**config.mk**
```make
export PLATFORM = sky130hd
export DESIGN_NAME = updown_mod_counter_flat
export DESIGN_NICKNAME = d
export VERILOG_FILES = /design/src/rtl/counter_pkg.sv /design/src/rtl/updown_mod_counter_if.sv /design/src/rtl/tick_prescaler.sv /design/src/rtl/updown_mod_counter.sv /design/src/flat_wrapper.sv
export SDC_FILE = /design/constraint.sdc
export NUM_CORES = 1
export LEC_CHECK = 0
export BUFFER_PORTS_ARGS = -buffer_cell sky130_fd_sc_hd__buf_4
export CAP_MARGIN = 20
export CORE_AREA = 4 4 41 43
export CTS_CLUSTER_DIAMETER = 200
export DETAILED_ROUTE_END_ITERATION = 10
export DIE_AREA = 0 0 45 47
export GPL_ROUTABILITY_DRIVEN = 1
export GPL_TIMING_DRIVEN = 0
export SETUP_SLACK_MARGIN = 0.4
export SYNTH_ARGS = -nofsm -noshare
export SYNTH_HDL_FRONTEND = slang
export SYNTH_SLANG_ARGS = --single-unit
```
**constraint.sdc**
```tcl
create_clock -name clk -period 1.9 [get_ports clk]
set_input_delay 0.19 -clock clk [delete_from_list [all_inputs] [get_ports clk]]
set_output_delay 0.19 -clock clk [all_outputs]
set_load 0.01 [all_outputs]
```
**src/rtl/counter_pkg.sv**
```systemverilog
// Shared constants and helpers for the up/down modulo counter.
// Counter mode encodings and the load clamp used by updown_mod_counter.
package counter_pkg;

    localparam int CNT_MODE_WRAP = 0;
    localparam int CNT_MODE_SAT  = 1;

    // Out-of-range load values pin to the top of the count range.
    function automatic int unsigned clamp_load(
        input int unsigned val,
        input int unsigned modulus
    );
        return (val >= modulus) ? modulus - 1 : val;
    endfunction

endpackage

```
**src/rtl/updown_mod_counter_if.sv**
```systemverilog
// Control and status bundle of the up/down modulo counter.
// master drives control and observes status; slave is the counter.
interface updown_mod_counter_if #(
    parameter int WIDTH = 4
);
    logic             en;
    logic             up;
    logic             load;
    logic [WIDTH-1:0] load_val;
    logic [WIDTH-1:0] c;
    logic             tc;
    logic             wrap;
    logic             sat;

    modport master (
        output en, up, load, load_val,
        input  c, tc, wrap, sat
    );

    modport slave (
        input  en, up, load, load_val,
        output c, tc, wrap, sat
    );
endinterface

```
**src/rtl/tick_prescaler.sv**
```systemverilog
// Enable prescaler: one tick every PRESCALE enabled cycles.
// clr restarts the phase; en=0 freezes it.
module tick_prescaler #(
    parameter int PRESCALE = 1
) (
    input  logic clk,
    input  logic rst,
    input  logic en,
    input  logic clr,
    output logic tick
);
    localparam int CW = (PRESCALE > 1) ? $clog2(PRESCALE) : 1;
    localparam logic [CW-1:0] LAST = CW'(PRESCALE - 1);

    logic [CW-1:0] cnt_q;
    logic [CW-1:0] cnt_d;

    assign tick = en && (cnt_q == LAST);

    // Next phase: clear on clr, advance on en, restart after a tick.
    always_comb begin
        cnt_d = cnt_q;
        unique case (1'b1)
            clr:         cnt_d = '0;
            !clr && tick: cnt_d = '0;
            !clr && !tick && en: cnt_d = cnt_q + CW'(1);
            default:     cnt_d = cnt_q;
        endcase
    end

    // Phase register.
    always_ff @(posedge clk or negedge rst) begin
        if (!rst) begin
            cnt_q <= '0;
        end else begin
            cnt_q <= cnt_d;
        end
    end
endmodule

```
**src/rtl/updown_mod_counter.sv**
```systemverilog
// Parametrised up/down modulo counter with wrap/saturate mode,
// parallel load and clock-enable prescaler; registered outputs.
module updown_mod_counter
    import counter_pkg::*;
#(
    parameter int WIDTH    = 4,
    parameter int MODULUS  = 16,
    parameter int SATURATE = 0,
    parameter int PRESCALE = 1
) (
    input logic clk,
    input logic rst,
    updown_mod_counter_if.slave bus
);
    if (WIDTH < 1 || MODULUS < 2 ||
        64'(MODULUS) > (64'd1 << WIDTH) || PRESCALE < 1 ||
        (SATURATE != CNT_MODE_WRAP && SATURATE != CNT_MODE_SAT))
    begin : g_bad_param
        $error("updown_mod_counter: illegal parameters");
    end

    localparam logic [WIDTH-1:0] MAXV   = WIDTH'(MODULUS - 1);
    localparam bit               SAT_EN = (SATURATE == CNT_MODE_SAT);

    logic [WIDTH-1:0] c_q, c_d;
    logic             wrap_q, wrap_d;
    logic             sat_q, sat_d;
    logic             tick;
    logic             at_end;
    logic [WIDTH-1:0] load_c;

    tick_prescaler #(
        .PRESCALE(PRESCALE)
    ) u_pre (
        .clk (clk),
        .rst (rst),
        .en  (bus.en),
        .clr (bus.load),
        .tick(tick)
    );

    assign at_end = bus.up ? (c_q == MAXV) : (c_q == '0);
    assign load_c = WIDTH'(clamp_load(32'(bus.load_val), MODULUS));

    assign bus.c    = c_q;
    assign bus.tc   = at_end;
    assign bus.wrap = wrap_q;
    assign bus.sat  = sat_q;

    // Next state: load beats step; a step at a range end wraps or blocks.
    always_comb begin
        c_d    = c_q;
        wrap_d = 1'b0;
        sat_d  = sat_q;
        unique case (1'b1)
            bus.load: begin
                c_d   = load_c;
                sat_d = 1'b0;
            end
            !bus.load && tick && !at_end: begin
                c_d   = bus.up ? c_q + WIDTH'(1) : c_q - WIDTH'(1);
                sat_d = 1'b0;
            end
            !bus.load && tick && at_end && SAT_EN: begin
                sat_d = 1'b1;
            end
            !bus.load && tick && at_end && !SAT_EN: begin
                c_d    = bus.up ? '0 : MAXV;
                wrap_d = 1'b1;
            end
            default: begin
                c_d = c_q;
            end
        endcase
    end

    // Count and status registers.
    always_ff @(posedge clk or negedge rst) begin
        if (!rst) begin
            c_q    <= '0;
            wrap_q <= 1'b0;
            sat_q  <= 1'b0;
        end else begin
            c_q    <= c_d;
            wrap_q <= wrap_d;
            sat_q  <= sat_d;
        end
    end
endmodule

```
**src/flat_wrapper.sv**
```systemverilog
// flat-port wrapper written by rule: the top's interface ports become plain ports
module updown_mod_counter_flat import counter_pkg::*;
#(
    parameter int WIDTH    = 4,
    parameter int MODULUS  = 16,
    parameter int SATURATE = 0,
    parameter int PRESCALE = 1
)
  (clk, rst, bus_en, bus_up, bus_load, bus_load_val, bus_c, bus_tc, bus_wrap, bus_sat);
  updown_mod_counter_if #(.WIDTH(WIDTH)) bus_i ();
  input logic clk;
  input logic rst;
  input wire logic [$bits(bus_i.en)-1:0] bus_en;
  input wire logic [$bits(bus_i.up)-1:0] bus_up;
  input wire logic [$bits(bus_i.load)-1:0] bus_load;
  input wire logic [$bits(bus_i.load_val)-1:0] bus_load_val;
  output wire logic [$bits(bus_i.c)-1:0] bus_c;
  output wire logic [$bits(bus_i.tc)-1:0] bus_tc;
  output wire logic [$bits(bus_i.wrap)-1:0] bus_wrap;
  output wire logic [$bits(bus_i.sat)-1:0] bus_sat;
  assign bus_i.en = bus_en;
  assign bus_i.up = bus_up;
  assign bus_i.load = bus_load;
  assign bus_i.load_val = bus_load_val;
  assign bus_c = bus_i.c;
  assign bus_tc = bus_i.tc;
  assign bus_wrap = bus_i.wrap;
  assign bus_sat = bus_i.sat;
  updown_mod_counter #(.WIDTH(WIDTH), .MODULUS(MODULUS), .SATURATE(SATURATE), .PRESCALE(PRESCALE)) u_core (.clk(clk), .rst(rst), .bus(bus_i));
endmodule
```
== After elaboration in Yosys (flattened, before gate mapping) ==
Index checks and enable logic that the tools add are counted.
Storage, ports and cells
  register bits: 6
  input port bits: 9
  output and inout port bits: 7
  logic and storage cells: 27
Operators by class
  add/subtract/negate cells: 3
  eq/ne operators: 1
  mux-type cells: 6
  bitwise logic cells: 1
  reductions and logical operators: 13
Operators with widths (number)
  case mux 4 bit (3 select lines): 1
  2-to-1 mux 4 bit: 2
  logical AND 1 bit: 6
  adder 4 x 1 -> 4 bit, second input constant: 1
  equality test 4 bit, second input constant: 1
  logical NOT 4 bit: 1
  subtractor 4 x 1 -> 4 bit, second input constant: 1
  logical NOT 1 bit: 3
  nonzero test 3 bit: 1
  2-to-1 mux 1 bit: 2
  case mux 1 bit (2 select lines): 1
  nonzero test 2 bit: 1
  OR reduction 2 bit: 1
  adder 1 bit, second input constant: 1
  inverter 1 bit: 1

== Longest topological paths before layout ==
Gate-level depths: netlist (run 1).
  word-level depth: 6
  depth in mapped cells: 7
  depth with buffers taken out: 7

== By module ==
A second synthesis (run 1) with hierarchy kept.
Unflattened totals
  cells, all modules: 51
  area total of the unflattened synthesis: 456.7 µm²
Modules (own cells, without submodules)
  updown_mod_counter: instances 1, cells an instance 48, area an instance 410.4 µm², sequential area each 125.1 µm²
  tick_prescaler: instances 1, cells an instance 3, area an instance 46.3 µm², sequential area each 25.0 µm²

== Worst setup path before layout (run 1) ==
No wires, ideal clock.
  path kind: reg-to-reg
  start point: register u_core.c_q[1], in the netlist u_core.bus.c[1]
  end point: register u_core.c_q[3], in the netlist u_core.bus.c[3]
  library setup time: 0.120 ns
  data arrival time: 1.445 ns
  data required time: 1.780 ns
  setup slack: 0.335 ns
  stages on the path, launching flop included: 7
  path buffers: 0
  clock period less this slack: 1.565 ns
  path through: dfrtp_1 -> ha_1 -> a21o_1 -> a21oi_1 -> xnor2_1 -> mux2i_1 -> nor2_1
On the way
  longest elaborated chain between the ends: 5
  elaborated cells on any way between the ends: 11
  classes of those cells: add/sub: 2; eq/ne: 1; mux: 3; reduce/logical: 5
RTL lines
  start, declared: RTL line updown_mod_counter.sv:25  | logic [WIDTH-1:0] c_q, c_d;
  start signal, assigned: RTL line updown_mod_counter.sv:80  | c_q <= '0;
  start signal, assigned: RTL line updown_mod_counter.sv:84  | c_q <= c_d;
  branches (longest 5 deep; another with subtractor 4 x 1 -> 4 bit)
Several ways; the timed one is not identified.
A chain may end at the register's enable or synchronous reset.

== Final worst setup path (run 1) ==
  start point: register u_core.c_q[3], in the netlist u_core.bus.c[3]
  end point: output port bus_tc
On the way
  longest elaborated chain between the ends: 2
  elaborated cells on any way between the ends: 3
  classes of those cells: eq/ne: 1; mux: 1; reduce/logical: 1
RTL lines
  equality test 4 bit or logical NOT 4 bit (tied branches): RTL line updown_mod_counter.sv:42  | assign at_end = bus.up ? (c_q == MAXV) : (c_q == '0);
  2-to-1 mux 1 bit (*): RTL line updown_mod_counter.sv:42
  end, declared: RTL line flat_wrapper.sv:18  | output wire logic [$bits(bus_i.tc)-1:0] bus_tc;
Every way passes the cells marked *; elsewhere a longest branch is shown, timed or not.

==> results of run 1 <==
flip-flops by register name, indices dropped and copies added (netlist names):
| signal | flops |
|---|---|
| u_core.u_pre.cnt_q | 1 |
| u_core.bus.wrap | 1 |
| u_core.bus.c | 4 |
worst paths after layout:
path | to | from | slack [ns] | cells after the start
worst max-delay path | bus_tc | u_core.bus.c[3]$_DFFE_PN0P_ | 0.22 | 5
worst min-delay path | u_core.u_pre.cnt_q$_DFFE_PN0P_ | bus_en | 0.10 | 2
worst max register to register | u_core.bus.c[3]$_DFFE_PN0P_ | u_core.bus.c[3]$_DFFE_PN0P_ | 0.32 | 7
min in group asynchronous | u_core.u_pre.cnt_q$_DFFE_PN0P_ | rst | 0.30 | 2
worst min register to register | u_core.u_pre.cnt_q$_DFFE_PN0P_ | u_core.u_pre.cnt_q$_DFFE_PN0P_ | 0.58 | 1
max in group asynchronous | u_core.bus.c[1]$_DFFE_PN0P_ | rst | 1.47 | 2
cell families (layout without fill, tap and decap cells):
kind of cell    Yosys count  count (layout)
simple gates             15              15
compound gates           13              13
flops                     6               6
buf+inv                   6              33
fa+ha+maj                 3               3
xor+xnor                  3               3
other cells               1               1
mux                       1               1
layout make-up:
class,count,area [µm²]
Tap cell,15,18.8
Sequential cell,6,153
Timing Repair Buffer,23,183
Multi-Input combinational cell,36,288
Buffer,2,18.8
Fill cell,126,599
Clock buffer,4,26.3
Inverter,4,15.0
per-layer routing:
metal	global-route usage, %	vias up	routed length (µm)
met2	17.5	13	541
met1	11.1	178	463
li1	-	215	-
met4	1.75	0	0
met3	5.75	0	80
met5	0	-	0
report_power, final:
group	switching (mW)	internal (mW)	total (mW)
clock	0.0484	0.0797	0.128
combinational	0.0977	0.120	0.217
sequential	0.0116	0.142	0.154
total	0.158	0.342	0.499
stage by stage:
| stage | total power, mW | worst slack, ns |
|---|---|---|
| finish | 0.499 | 0.223 |
| global route | 0.537 | 0.181 |
| CTS | 0.485 | 0.180 |
| detailed placement | 0.320 | 0.347 |
| global placement | 0.320 | 0.354 |
| floorplan | 0.265 | 0.386 |
what timing repair did:
item,in CTS,in global routing
hold buffers,1,0
pin swaps,4,5
endpoints found under the hold margin,6,0
resized for setup,4,2
endpoints found under the setup margin,3,4
setup buffers,5,4
worst max-delay path, delay by kind of cell, from the launching register on:
family | cells | cell delay, ns
flops | 1 | 0.39
compound gates | 1 | 0.05
buf+inv | 2 | 0.14
simple gates | 2 | 0.67
Yosys cell counts:
library cell and n:
a21o_1 1, a21oi_1 4, a21oi_2 1, and4_2 1, buf_4 1, buf_6 1, conb_1 1, dfrtp_1 6
fa_1 1, ha_1 2, inv_1 4, mux2i_1 1, nand2_1 3, nand2b_1 1, nor2_1 3, nor2_4 1
nor2b_4 1, nor3b_1 2, o21ai_0 3, o21ai_1 3, o22ai_1 1, or2_2 1, or3_1 1, or4_4 1
xnor2_1 3
==> impl_metrics.ini, run 1 <==
[run_status]
status = completed

[synth]
synthesis.nets = 60
yosys.area_share.simple_pct = 23.1
syn_area_um2 = 444
synth-seq-cells = 6
synthTopCellsByArea = dfrtp_1, xnor2_1, ha_1, a21oi_1, fa_1
synth_fa_ha_area_share_pct = 10.1
ys_seq_area_share_pct = 33.8
synth_top_family_by_area = simple AND/OR/NAND/NOR gates
yosys.area.top_type = dfrtp_1
synthMuxAreaShare_pct = 2.25
syn_inst = 48
synth_compound_area_share_pct = 16.3
synth_xor_area_share_pct = 5.92
synth_cell_types = 25
ys_warn_count = 0
synth_top_area_share_pct = 33.8
avgSynthCellArea_um2 = 9.25

[power_and_ir_drop]
power.density_nw_per_um2 = 711
p_leak_nw = 0.337
vdd_drop_max_uv = 438

[worst_setup_path]
critPathMaxFanout = 2
end_kind = primary output
slowest_delay_ns = 0.54
required_ns = 1.71
critPathLaunchType = register
worst_path_max_delay_cell = or4_4
cp_data_arrival_time_ns = 1.49
path_class = register to primary output
path_cells = or4_4 > nor2_4 > a21oi_4 > inv_2 > buf_6

[job]
maxCapViolCount = 0

[timing]
drv_slew = 0
period_share_pct = 88.2
setup_viol = 0
fmax_ghz = 0.596
final.setup_skew_ns = 0.00423
whs_ns = 0.101
fin_setup_tns_ns = 0
final.min_clock_period_ns = 1.68
hold_violations = 0
grt_setup_unrepaired = true

[cts]
htree_num_levels = 1
cts_sinks = 6
cts-root-buf = clkbuf_4
numCtsBuffers = 3
clock_path_buffers = 2
clock_latency_ns = 0.25
path_clk_slew_ns = 0.05
cts_tree = done

[grt]
antenna_found_initial = 0
grt_max_degree = 11
grt.total_usage_pct = 10.2
grt_pass1_wl_um = 1500
gr-total-overflow = 0
first_global_vias = 369

[final_layout]
fin_util_pct = 53.9
final_cell_mix = buf_4, dfrtp_1
layout-drive-gt1-share_pct = 52.0
final_common_cell = buf_4
final_cell_area_um2 = 702
nNetsFinal = 88
area_growth_pct = 58.0
finalNonFillerCells = 90
diodes = 0

[floorplan]
core-area_um2 = 1300
die_y_um = 47
start_util_pct = 34.1
row_count = 13
die_w_um = 45
ioPinCount = 16
design.die.area_um2 = 2120

[detailed_routing]
drt-total-wl_um = 1080
vias = 406
drt_iter0_drc = 3
drc = 0
wl_per_cell_um = 12.0
drtAntennaViolNets = 0
vias_per_cell = 4.51
first_pass_iters = 2

[placed_design]
place_area_um2 = 567
io_buffers = 13
place_hpwl_um = 664
dp.cells = 76
gp_congestion = 0.721

[hold_path]
hold_path.class = input port to register
(Power assumes the default switching activity.)
==> inputs of run 2 (changes only) <==
--- a/config.mk
+++ b/config.mk
@@ -13,6 +13,7 @@
 export DIE_AREA = 0 0 45 47
 export GPL_ROUTABILITY_DRIVEN = 1
 export GPL_TIMING_DRIVEN = 0
+export RECOVER_POWER = 50
 export SETUP_SLACK_MARGIN = 0.4
 export SYNTH_ARGS = -nofsm -noshare
 export SYNTH_HDL_FRONTEND = slang
==> impl_metrics.ini, run 2 (synthesis gave the netlist of run 1 again) <==
[floorplan]
die_y_um = 47
row_count = 13
ioPinCount = 16
design.die.area_um2 = 2120
die_w_um = 45
start_util_pct = 34.1
core-area_um2 = 1300

[timing]
final.setup_skew_ns = 0.00234
fmax_ghz = 0.596
grt_setup_unrepaired = true
hold_violations = 0
fin_setup_tns_ns = 0
final.min_clock_period_ns = 1.68
setup_ws_ns = 0.222
period_share_pct = 88.3
drv_slew = 0
setup_viol = 0

[placed_design]
place_area_um2 = 567
io_buffers = 13
gp_congestion = 0.721
pre_cts_slack_ns = 0.347
place_hpwl_um = 664

[worst_setup_path]
critPathMaxFanout = 2
r2r-start = u_core.bus.c[3]$_DFFE_PN0P_
path_cells = or4_4 > nor2_4 > a21oi_4 > inv_2 > buf_6
reg2reg_depth = 7
cp_data_arrival_time_ns = 1.49
slowest_delay_ns = 0.54
r2r_end = u_core.bus.c[3]$_DFFE_PN0P_
cp_top_family = simple AND/OR/NAND/NOR gates
worst_path_max_delay_cell = or4_4
path_class = register to primary output
end_kind = primary output
critPathBufInv = 2
ff2ff_setup_slack_ns = 0.32
required_ns = 1.71
critPathLaunchType = register

[final_layout]
fill_cells = 128
fin_util_pct = 52.8
multi_input_area_um2 = 280
final_common_cell = buf_4
final_cell_mix = buf_4, dfrtp_1
final_cell_area_um2 = 687
area_growth_pct = 54.6
largest_reg_flops = 4
layout-drive-gt1-share_pct = 48.0
diodes = 0
seqCellArea_um2 = 153
nNetsFinal = 88

[grt]
gr-total-overflow = 0
grt_pass1_wl_um = 1500
first_global_vias = 369
antenna_found_initial = 0
grt_max_degree = 11
grt.total_usage_pct = 10.2

[hold_path]
hold_path.class = input port to register
min-delay-start = bus_en
hold_depth = 2
hold_end = u_core.u_pre.cnt_q$_DFFE_PN0P_

[run_status]
status = completed

[detailed_routing]
vias = 413
first_pass_iters = 4
drt_iter0_drc = 5
drc = 0
drtAntennaViolNets = 0
wl_per_cell_um = 12.0
drt-total-wl_um = 1080
vias_per_cell = 4.59

[power_and_ir_drop]
vdd_drop_max_uv = 438
p_leak_nw = 0.323
power.density_nw_per_um2 = 724

[cts]
cts_sinks = 6
path_clk_slew_ns = 0.05
cts-root-buf = clkbuf_4
clock_latency_ns = 0.25
numCtsBuffers = 3
clock_path_buffers = 2
cts_tree = done
htree_num_levels = 1

[job]
maxCapViolCount = 0
-- run 2: where the power goes --
| part | internal [mW] | switching (mW) | total [mW] | leakage [nW] |
|---|---|---|---|---|
| Clock | 0.0797 | 0.0491 | 0.129 | 0.0150 |
| Combinational | 0.117 | 0.0972 | 0.214 | 0.235 |
| Sequential | 0.142 | 0.0119 | 0.154 | 0.0735 |
| Total | 0.339 | 0.158 | 0.497 | 0.323 |
-- run 2: routing by layer --
metal  wire, µm  vias up  track usage [%]
met1        462      183             11.1
met2        542       14             17.5
met5          0        -                0
met4          0        0             1.75
met3         76        0             5.75
li1           -      216                -
-- run 2: worst max-delay path by stage --
stage / from / endpoint / slack [ns] / depth (start not counted)
finish: u_core.bus.c[3]$_DFFE_PN0P_ / bus_tc / 0.22 / 5
global route: u_core.bus.c[3]$_DFFE_PN0P_ / bus_tc / 0.18 / 5
detailed placement: u_core.bus.c[1]$_DFFE_PN0P_ / u_core.bus.c[3]$_DFFE_PN0P_ / 0.35 / 6
CTS: u_core.bus.c[3]$_DFFE_PN0P_ / bus_tc / 0.18 / 5
global placement: u_core.bus.c[1]$_DFFE_PN0P_ / u_core.bus.c[3]$_DFFE_PN0P_ / 0.35 / 6
floorplan: u_core.bus.c[1]$_DFFE_PN0P_ / u_core.bus.c[3]$_DFFE_PN0P_ / 0.39 / 6
-- run 2: layout make-up --
class | count | area share [%]
multi-input cells | 36 | 40.8
flip-flops and latches | 6 | 22.2
clock buffers | 4 | 3.83
well taps | 15 | 2.73
repair buffers | 23 | 25.5
plain buffers | 2 | 2.73
inverters | 4 | 2.19
-- run 2: per-stage QoR --
| step | power (mW) | std cells | hold WS [ns] |
|---|---|---|---|
| finish | 0.497 | 90 | 0.0959 |
| floorplan | 0.265 | 48 | -0.106 |
| CTS | 0.485 | 86 | 0.0936 |
| global placement | 0.320 | 76 | 0.00237 |
| global route | 0.534 | 90 | 0.0745 |
| detailed placement | 0.320 | 76 | 0.000416 |
-- run 2: what timing repair did --
action                                  in CTS  in global routing
cloned                                       0                  0
pin swaps                                    4                  5
gates resized for setup                      4                  2
hold buffers                                 1                  0
buffers inserted                             5                  4
endpoints found under the setup margin       3                  4
hold endpoints to repair                     6                  0
-- run 2: worst reg2reg max path, delay by kind of cell, from the launching register on --
kind | cells | cell delay, ns
buffers and inverters | 2 | 0.23
flip-flops | 1 | 0.39
multiplexers | 1 | 0.06
AND/OR/NAND/NOR | 4 | 0.84
